### config.mk
export PLATFORM = sky130hd
export DESIGN_NAME = mips_fetch_unit_flat
export DESIGN_NICKNAME = d
export VERILOG_FILES = /design/src/rtl/mips_fetch_unit_pkg.sv /design/src/rtl/mips_fetch_unit_if.sv /design/src/rtl/mips_fetch_unit_fetch_buffer.sv /design/src/rtl/mips_fetch_unit.sv /design/src/flat_wrapper.sv
export SDC_FILE = /design/constraint.sdc
export NUM_CORES = 1
export LEC_CHECK = 0
export BUFFER_PORTS_ARGS = -buffer_cell sky130_fd_sc_hd__buf_2
export CAP_MARGIN = 40
export CORE_MARGIN = 8
export CORE_UTILIZATION = 50
export CTS_CLUSTER_SIZE = 40
export DETAILED_ROUTE_END_ITERATION = 16
export PLACE_DENSITY = 0.79
export RECOVER_POWER = 50
export SETUP_SLACK_MARGIN = 0.1
export SKIP_LAST_GASP = 1
export SYNTH_ARGS = -nofsm -noshare
export SYNTH_HDL_FRONTEND = slang
export SYNTH_SLANG_ARGS = --single-unit
### constraint.sdc
create_clock -name clk -period 4.5 [get_ports clk]
set_input_delay 0.9 -clock clk [delete_from_list [all_inputs] [get_ports clk]]
set_output_delay 0.9 -clock clk [all_outputs]
set_load 0.02 [all_outputs]
### src/rtl/mips_fetch_unit_pkg.sv
// Shared types and constants for the MIPS instruction-fetch front end.
package mips_fetch_unit_pkg;

  typedef enum logic [1:0] {
    FETCH = 2'd0,
    DRAIN = 2'd1,
    STALL = 2'd2
  } fetchState_e;

  localparam logic [31:0] PC_INC          = 32'd4;
  localparam logic [31:0] ADDR_ALIGN_MASK = 32'hFFFF_FFFC;

  typedef struct packed {
    logic [31:0] pc;
    logic [31:0] instr;
  } fetchEntry_t;

  function automatic logic [31:0] alignPc(input logic [31:0] addr);
    return addr & ADDR_ALIGN_MASK;
  endfunction

endpackage

### src/rtl/mips_fetch_unit_if.sv
// Instruction-memory, IR-delivery and redirect signals between the fetch unit and its neighbours.
interface mips_fetch_unit_if;
  logic        imem_req;
  logic [31:0] imem_addr;
  logic        imem_ack;
  logic [31:0] imem_rdata;
  logic        ir_valid;
  logic [31:0] ir_out;
  logic [31:0] ir_pc;
  logic        ir_ready;
  logic        redirect;
  logic [31:0] redirect_pc;

  modport master (
    output imem_req, imem_addr, ir_valid, ir_out, ir_pc,
    input  imem_ack, imem_rdata, ir_ready, redirect, redirect_pc
  );

  modport slave (
    input  imem_req, imem_addr, ir_valid, ir_out, ir_pc,
    output imem_ack, imem_rdata, ir_ready, redirect, redirect_pc
  );
endinterface

### src/rtl/mips_fetch_unit_fetch_buffer.sv
// Synchronous FIFO of {pc, instr} entries with flush; head is presented as zero while empty.
module mips_fetch_unit_fetch_buffer
  import mips_fetch_unit_pkg::*;
#(
  parameter int DEPTH = 2,
  localparam int AW = $clog2(DEPTH),
  localparam int CW = AW + 1
) (
  input  logic          clk,
  input  logic          reset,
  input  logic          push,
  input  fetchEntry_t   pushEntry,
  input  logic          pop,
  input  logic          flush,
  output logic          headValid,
  output fetchEntry_t   headEntry,
  output logic [CW-1:0] count
);

  fetchEntry_t   mem [DEPTH];
  logic [AW-1:0] rdPtr;
  logic [AW-1:0] wrPtr;
  logic          doPush;
  logic          doPop;

  // Flush wins over both push and pop issued in the same cycle.
  assign doPush    = push && !flush;
  assign doPop     = pop && headValid && !flush;
  assign headValid = (count != '0);
  assign headEntry = headValid ? mem[rdPtr] : '0;

  // NOTE: the storage array has no reset; count gates every read, so stale contents are never visible.
  always_ff @(posedge clk) begin
    if (doPush) begin
      mem[wrPtr] <= pushEntry;
    end
  end

  // NOTE: sequential state uses non-blocking assignments so every flop samples pre-edge values.
  always_ff @(posedge clk) begin
    if (!reset || flush) begin
      rdPtr <= '0;
      wrPtr <= '0;
      count <= '0;
    end else begin
      if (doPush) wrPtr <= wrPtr + AW'(1);
      if (doPop)  rdPtr <= rdPtr + AW'(1);
      count <= count + CW'(doPush) - CW'(doPop);
    end
  end

endmodule

### src/rtl/mips_fetch_unit.sv
// Fetch front end: owns the fetch PC, talks req/ack to instruction memory, buffers words for the datapath.
module mips_fetch_unit
  import mips_fetch_unit_pkg::*;
#(
  parameter logic [31:0] RESET_PC = 32'h0000_0000,
  parameter int          DEPTH    = 2
) (
  input  logic               clk,
  input  logic               reset,
  mips_fetch_unit_if.master  bus,
  output logic [31:0]        pc_out
);

  localparam int CW = $clog2(DEPTH) + 1;

  fetchState_e   state;
  fetchState_e   stateNext;
  logic [31:0]   fetchPc;
  logic [31:0]   fetchPcNext;
  logic [31:0]   targetPc;
  logic [31:0]   targetPcNext;
  logic [31:0]   redirectTarget;
  logic          push;
  logic          flush;
  logic          popReq;
  logic          headValid;
  logic [CW-1:0] count;
  fetchEntry_t   pushEntry;
  fetchEntry_t   headEntry;

  assign redirectTarget = alignPc(bus.redirect_pc);
  assign popReq         = bus.ir_ready && headValid;
  assign pushEntry      = '{pc: fetchPc, instr: bus.imem_rdata};

  // The request is held low while reset is asserted so the first request appears right after release.
  assign bus.imem_req  = reset && (state == FETCH || state == DRAIN);
  assign bus.imem_addr = fetchPc;
  assign bus.ir_valid  = headValid;
  assign bus.ir_out    = headEntry.instr;
  assign bus.ir_pc     = headEntry.pc;
  assign pc_out        = fetchPc;

  // NOTE: every output of this block gets a default first, so no path can infer a latch.
  always_comb begin
    stateNext    = state;
    fetchPcNext  = fetchPc;
    targetPcNext = targetPc;
    push         = 1'b0;
    flush        = 1'b0;
    case (state)
      FETCH: begin
        if (bus.redirect) begin
          flush = 1'b1;
          if (bus.imem_ack) begin
            fetchPcNext = redirectTarget;
          end else begin
            targetPcNext = redirectTarget;
            stateNext    = DRAIN;
          end
        end else if (bus.imem_ack) begin
          push        = 1'b1;
          fetchPcNext = fetchPc + PC_INC;
          if (count + CW'(1) - CW'(popReq) == CW'(DEPTH)) stateNext = STALL;
        end
      end
      DRAIN: begin
        // The outstanding request keeps its address; only the pending target moves.
        flush = bus.redirect;
        if (bus.imem_ack) begin
          fetchPcNext = bus.redirect ? redirectTarget : targetPc;
          stateNext   = FETCH;
        end else if (bus.redirect) begin
          targetPcNext = redirectTarget;
        end
      end
      STALL: begin
        if (bus.redirect) begin
          flush       = 1'b1;
          fetchPcNext = redirectTarget;
          stateNext   = FETCH;
        end else if (count < CW'(DEPTH)) begin
          stateNext = FETCH;
        end
      end
      default: stateNext = FETCH;
    endcase
  end

  always_ff @(posedge clk) begin
    if (!reset) begin
      state    <= FETCH;
      fetchPc  <= RESET_PC;
      targetPc <= RESET_PC;
    end else begin
      state    <= stateNext;
      fetchPc  <= fetchPcNext;
      targetPc <= targetPcNext;
    end
  end

  mips_fetch_unit_fetch_buffer #(.DEPTH(DEPTH)) u_buffer (
    .clk       (clk),
    .reset     (reset),
    .push      (push),
    .pushEntry (pushEntry),
    .pop       (popReq),
    .flush     (flush),
    .headValid (headValid),
    .headEntry (headEntry),
    .count     (count)
  );

endmodule

### src/flat_wrapper.sv
// flat-port wrapper written by rule: the top's interface ports become plain ports
module mips_fetch_unit_flat import mips_fetch_unit_pkg::*;
#(
  parameter logic [31:0] RESET_PC = 32'h0000_0000,
  parameter int          DEPTH    = 2
)
  (clk, reset, pc_out, bus_imem_req, bus_imem_addr, bus_ir_valid, bus_ir_out, bus_ir_pc, bus_imem_ack, bus_imem_rdata, bus_ir_ready, bus_redirect, bus_redirect_pc);
  mips_fetch_unit_if bus_i ();
  input  logic clk;
  input  logic reset;
  output logic [31:0] pc_out;
  output wire logic [$bits(bus_i.imem_req)-1:0] bus_imem_req;
  output wire logic [$bits(bus_i.imem_addr)-1:0] bus_imem_addr;
  output wire logic [$bits(bus_i.ir_valid)-1:0] bus_ir_valid;
  output wire logic [$bits(bus_i.ir_out)-1:0] bus_ir_out;
  output wire logic [$bits(bus_i.ir_pc)-1:0] bus_ir_pc;
  input wire logic [$bits(bus_i.imem_ack)-1:0] bus_imem_ack;
  input wire logic [$bits(bus_i.imem_rdata)-1:0] bus_imem_rdata;
  input wire logic [$bits(bus_i.ir_ready)-1:0] bus_ir_ready;
  input wire logic [$bits(bus_i.redirect)-1:0] bus_redirect;
  input wire logic [$bits(bus_i.redirect_pc)-1:0] bus_redirect_pc;
  assign bus_imem_req = bus_i.imem_req;
  assign bus_imem_addr = bus_i.imem_addr;
  assign bus_ir_valid = bus_i.ir_valid;
  assign bus_ir_out = bus_i.ir_out;
  assign bus_ir_pc = bus_i.ir_pc;
  assign bus_i.imem_ack = bus_imem_ack;
  assign bus_i.imem_rdata = bus_imem_rdata;
  assign bus_i.ir_ready = bus_ir_ready;
  assign bus_i.redirect = bus_redirect;
  assign bus_i.redirect_pc = bus_redirect_pc;
  mips_fetch_unit #(.RESET_PC(RESET_PC), .DEPTH(DEPTH)) u_core (.clk(clk), .reset(reset), .bus(bus_i), .pc_out(pc_out));
endmodule
* Yosys cells after proc, flatten, opt, wreduce, memory -nomap -nowiden
Memory sizes are Yosys's and may differ from the RTL's. A register that Yosys moved wholly into a read port is not among the register bits.
Cells that the tools add are included.
** Word-level totals
- Flip-flop bits (word level) :: 70
- Word-level logic and storage cells :: 74
- RAM bits :: 128
- Memories kept :: 1
** Operators by class
- Mux-type cells :: 29
- Reduce and logical (&&, ||, !) cells :: 17
- Equality and inequality tests :: 13
- $add $sub $neg :: 7
- Order comparisons :: 1
** Memory list
- u_core.u_buffer.mem :: words 2, width 64, rd ports 1, clocked after Yosys merged registers in 1, write ports 1, RTL line mips_fetch_unit_fetch_buffer.sv:20 : fetchEntry_t mem [DEPTH];
** Operators by type and width (number)
- 32-bit two-way mux :: 9
- 32-bit one-hot mux with 3 select lines :: 1
- 64-bit two-way mux :: 1
- 32-bit one-hot mux with 2 select lines :: 1
- 32-bit by 3-bit adder with 32-bit output (second input constant) :: 1
- 2-bit two-way mux :: 7
- 2-bit inequality test (second input constant) :: 6
- 3-bit inequality test (second input constant) :: 3
- 1-bit two-way mux :: 8
- 4-bit AND reduction :: 2
- 2-bit one-hot mux with 3 select lines :: 1
- 1-bit logical AND :: 5
- 5-bit AND reduction :: 1
- 2-bit equality test (second input constant) :: 2
- 2-bit nonzero test :: 2
- 2-bit by 1-bit subtractor with 2-bit output :: 2
- 3-bit by 2-bit inequality test with 1-bit output (second input constant) :: 1
- 3-bit nonzero test :: 1
- 1-bit adder (second input constant) :: 2
- 2-bit by 1-bit adder with 2-bit output :: 1
- 2-bit by 1-bit adder with 2-bit output (second input constant) :: 1
- 2-bit by 1-bit equality test with 1-bit output (second input constant) :: 1
- 1-bit zero test :: 2
- 2-bit zero test :: 1
- 4 further kinds :: 5

* Logic depth before layout (Yosys ltp)
- Depth in word-level cells :: 8
- Depth in mapped cells :: 11
- Depth with buffers taken out :: 9

* Cells and area by module
Synthesis repeated with hierarchy kept, for this count alone.
** Unflattened totals
- Cell total of the unflattened synthesis :: 896
- Area total of the unflattened synthesis :: 9603.0 um^2
** Modules (own cells, without submodules)
- mips_fetch_unit_fetch_buffer :: cells each 297, area an instance 5220.0 um^2, times used 1
- mips_fetch_unit :: cells each 599, area an instance 4383.0 um^2, times used 1

* Least setup slack after synthesis
OpenSTA, ideal clock, no wires.
- Kind :: input port to flip-flop
- Start :: input bus_redirect
- End :: memory u_core.u_buffer.mem[0][0] (netlist name) (enable)
- Path buffers :: 2
- Path slack :: -0.170 ns
- Library setup time :: 0.487 ns
- Cell stages on the path :: 5
- Arrival time :: 4.184 ns
- Data required time :: 4.013 ns
- Cells stage by stage :: buf_2 > buf_2 > nor2b_1 > nand2_1 > nor2_1
** Between the ends
- Longest elaborated chain between the ends :: 6
- Elaborated cells between the ends (all ways) :: 8
- Classes of those cells :: 6 x mux; 2 x reduce/logical
** RTL lines
- start: declaration :: RTL line flat_wrapper.sv:20 : input wire logic [$bits(bus_i.redirect)-1:0] bus_redirect;
- 1-bit two-way mux :: RTL line mips_fetch_unit.sv:52, mips_fetch_unit.sv:77
- 1-bit one-hot mux with 2 select lines :: RTL line mips_fetch_unit.sv:50 : case (state)
- 1-bit zero test :: RTL line mips_fetch_unit_fetch_buffer.sv:27 : assign doPush = push && !flush;
- 1-bit logical AND * :: RTL line mips_fetch_unit_fetch_buffer.sv:27
- 1-bit two-way mux * :: RTL line mips_fetch_unit_fetch_buffer.sv:34 : if (doPush) begin
- 1-bit two-way mux (implied by the code) * :: RTL line mips_fetch_unit_fetch_buffer.sv:35 : mem[wrPtr] <= pushEntry;
- end: declaration :: RTL line mips_fetch_unit_fetch_buffer.sv:20
Mark *: on every way between the ends. The rest lies on a longest branch, timed or not.

* Worst setup path after layout
- Start :: register u_core.state[1]
- End :: register u_core.targetPc[5]
** Between the ends
- Longest elaborated chain between the ends :: 3
- Elaborated cells between the ends (all ways) :: 8
- Classes of those cells :: 4 x eq/ne; 1 x mux; 3 x reduce/logical
** RTL lines
- start: declaration :: RTL line mips_fetch_unit.sv:16 : fetchState_e state;
- start signal: assignment :: RTL line mips_fetch_unit.sv:95 : state <= stateNext;
- 2-bit by 1-bit equality test with 1-bit output or 2-bit zero test (tied branches) :: RTL line mips_fetch_unit.sv:50
- 2-bit inequality test (no source line) or 2-bit nonzero test (tied branches)
- 4-bit AND reduction (no source line)
- end signal: assignment :: RTL line mips_fetch_unit.sv:97 : targetPc <= targetPcNext;
- end: declaration :: RTL line mips_fetch_unit.sv:20 : logic [31:0] targetPc;
Several ways; a longest one is shown, not always the timed one.
A chain may end at the register's enable or synchronous reset.

==> summary.txt <==
Clock Latency Late Sink - 0.43 ns
Final Cycle Share - 75.95%
Ports - 199
PostCTS Resize Cnt - 0
Fin Hold WS - 0.4564 ns
Max incr delay on CP - 1.48 ns
Crit path buf inv count - 2
WL/cell - 19.02 um
Min-Delay Path Class - reg -> reg
Area occupied by multi-input gates - 3655 um2
First DRT Iteration DRCs - 596
Post-synth cell types - 70
CTS root buf - clkbuf_16
Reg power frac - 48.7%
Layout cells sized above 1 - 21.45%
Failing checks - max-capacitance violations, max-slew violations
Worst Tran Pin Value - 1.981 ns
Synth top area cells - edfxtp_1 (41%), dfxtp_1 (15%), mux2i_1 (7.3%)
Crit-path cells - inv_1, ha_1, clkbuf_1, nor2_1, or2_0, nand2_1, a21oi_1
Max stage delay cell, worst path - or2_0
Status - finished with violations
Ant diodes - 0
Cts bufs inserted - 17
CTS tree - built
DRT Pass-1 Iters - 5
Critical Path AT - 3.78 ns
Starting Density - 50.66%
Avg Vias per Cell - 5.760
Die height - 153.4 um
CP max FO - 32
Post-Place Cells - 1237
Sum of negative setup slack - 0 ns
Post-synth EDFFs - 128
Register-to-Register Setup Slack - 1.08 ns
Mapped cell area - 9445 um2
Initial antenna violation count - 0
Clock-pin slew on the worst setup and hold paths - 0.08 ns
Synth area leader - edfxtp_1
Synthesis Warnings - 0
H-tree depth - 4
Setup crit end kind - register
Vias in the first global route - 6838
Most frequent cell after synthesis - edfxtp_1
Top cell type's share of synthesized area - 40.69%
Power Internal - 3.151 mW
Final core occ - 58.44%
Final hold vios - 0
Clk sinks - 199
Gpl congestion - 0.8698
Overall power - 4.558 mW
# fillers - 1588
Setup violators final - 0
Register bit total from synthesis - 199
CTS hold repair buffers - 0
Reg2reg path depth - 7
Clk_skew - 0.01676 ns
Post-synthesis instance total - 887
First-pass GRT wire length - 37.72 mm
Die outline width - 153.4 um
Max-slew violations - 136
Non-Filler Instances - 1269
Combinational power share - 18.0%
Vias - 7310
Sw frac - 30.88%
Clk buf depth - 2
MaxCap Viol Count - 3
Area Overhead vs Synth - 15.35%
DRC Markers - 0
RR Endpoint - u_core.targetPc[5]$_SDFFE_PN0P_
P per Cell Area - 418.4 nW/um2
Mapped Nets - 964
Peak VDD IR - 269.9 uV
Setup Crit Path Kind - reg -> reg
Worst R2R Start - u_core.state[1]$_SDFFE_PN0P_
Delay-heaviest family, CP - simple AND/OR/NAND/NOR gates
Port buffer count - 196
Critical Path Start Type - register
Asr flop ratio synth - 0%
Nets - 1099
Critical path required time - 4.86 ns
Sequential-to-total area share from yosys stat - 55.74%
Slew HR - -32.07%
Clock share of power - 33.2%
Synth Area per Inst - 10.65 um2
WL final - 24.13 mm
Largest net degree at the start of global routing - 65
Core Rows - 50
Fmax - 0.2926 GHz
Grt total ovfl - 0
Total GRT Usage - 19.89%
Hold Path End - u_core.targetPc[12]$_SDFFE_PN0P_
Core area - 18640 um2
RSZ-0062 raised after global routing - no
Hold Path Origin - u_core.targetPc[12]$_SDFFE_PN0P_
Routed Antenna Nets - 0
Post-synth top cells - edfxtp_1 (128), nor2_1 (99), nand2_1 (98)
Die footprint - 23550 um2
Dominant synthesized flop cell - edfxtp_1
Psw - 1.407 mW
Register Area - 5269 um2
Leak - 4.033 nW
Post-DP HPWL - 16.21 mm
Total setup buffers inserted after CTS - 0
Tmin final - 3.418 ns
Hold Path Stages - 2
-- flip-flops by register name (all words and copies together) (netlist names), named ones only --
name	count
u_core.state	2
u_core.u_buffer.rdPtr	1
u_core.targetPc	32
u_core.u_buffer.mem	128
u_core.u_buffer.count	2
u_core.u_buffer.wrPtr	1
u_core.bus.imem_addr	32
-- metrics by stage --
| step | setup slack (ns) | cell area (um2) |
|---|---|---|
| 6_report | 1.082 | 10900 |
| 5_1_grt | 0.8657 | 10900 |
| 4_1_cts | 1.422 | 10970 |
| 3_5_place_dp | 1.647 | 10390 |
| 3_3_place_gp | 1.595 | 10350 |
| 2_1_floorplan | -0.1703 | 9445 |
-- power by group through the flow --
stage	registers (mW)	logic (mW)	clock network (mW)
2_1_floorplan	2.25	0.570	0
3_3_place_gp	2.25	0.802	0
3_5_place_dp	2.26	0.827	0
4_1_cts	2.22	0.831	1.55
5_1_grt	2.24	0.892	1.63
6_report	2.22	0.823	1.51
-- how the worst max path moves through the flow --
| stage | startpoint | endpoint | slack, ns | depth (start not counted) |
|---|---|---|---|---|
| finish | u_core.state[1]$_SDFFE_PN0P_ | u_core.targetPc[5]$_SDFFE_PN0P_ | 1.08 | 7 |
| global route | u_core.state[1]$_SDFFE_PN0P_ | u_core.targetPc[5]$_SDFFE_PN0P_ | 0.87 | 7 |
| CTS | register | bus_ir_pc[29] | 1.42 | 4 |
| detailed placement | bus_redirect | u_core.bus.imem_addr[27]$_SDFFE_PN0P_ | 1.65 | 6 |
| global placement | bus_redirect | u_core.bus.imem_addr[27]$_SDFFE_PN0P_ | 1.60 | 7 |
| floorplan | bus_redirect | u_core.u_buffer.mem[0][0]$_DFFE_PP_ | -0.17 | 5 |
-- placed cells by master, fill, tap and decap left out, types with 8 or more instances in the layout --
| cell type | Yosys | routed |
|---|---|---|
| nand4_1 | 13 | 13 |
| inv_1 | 10 | 10 |
| ha_1 | 8 | 8 |
| mux2i_1 | 69 | 69 |
| a21oi_1 | 66 | 66 |
| nor2b_1 | 9 | 8 |
| clkbuf_1 | 38 | 46 |
| buf_2 | 14 | 153 |
| nand3_1 | 16 | 16 |
| o21ai_0 | 26 | 26 |
| nand2_1 | 98 | 98 |
| edfxtp_1 | 128 | 128 |
| clkbuf_16 | 0 | 17 |
| a22o_1 | 22 | 22 |
| a22oi_1 | 23 | 23 |
| buf_4 | 34 | 10 |
| dfxtp_1 | 71 | 70 |
| nand2b_1 | 8 | 8 |
| nor2_1 | 99 | 96 |
| and3_1 | 10 | 10 |
-- worst reg2reg max path, delay by kind of cell (launching register included) --
kind	cells	cell delay [ns]
compound gates	1	0.24
flops	1	0.43
buf+inv	2	0.49
fa+ha+maj	1	0.21
simple gates	3	1.97
-- area by class of cell --
type,count,share of cell area [%]
Sequential cell,199,48.36
Multi-Input combinational cell,582,33.54
Timing Repair Buffer,211,9.669
Clock buffer,18,3.939
Tap cell,234,2.687
Clock inverter,14,1.424
Inverter,11,0.3790
-- routing by layer --
metal	wire length (um)	vias up	GRT usage (%)
li1	-	3491	-
met1	10790	3462	27.25
met2	11040	341	30.81
met3	2075	16	5.216
met4	229	0	5.040
met5	0	-	0
-- cell families (layout without fill, tap and decap cells) --
kind of cell / Yosys count / in the layout / share of synthesized area, %
AO/OA/AOI/OAI: 197 / 197 / 13.83
XOR/XNOR: 8 / 8 / 0.7417
adder cells (fa/ha/maj): 8 / 8 / 1.060
buffers and inverters: 106 / 254 / 5.829
flip-flops: 199 / 199 / 55.74
multiplexers: 75 / 75 / 8.027
AND/OR/NAND/NOR: 294 / 294 / 14.77
(Power assumes the default switching activity.)
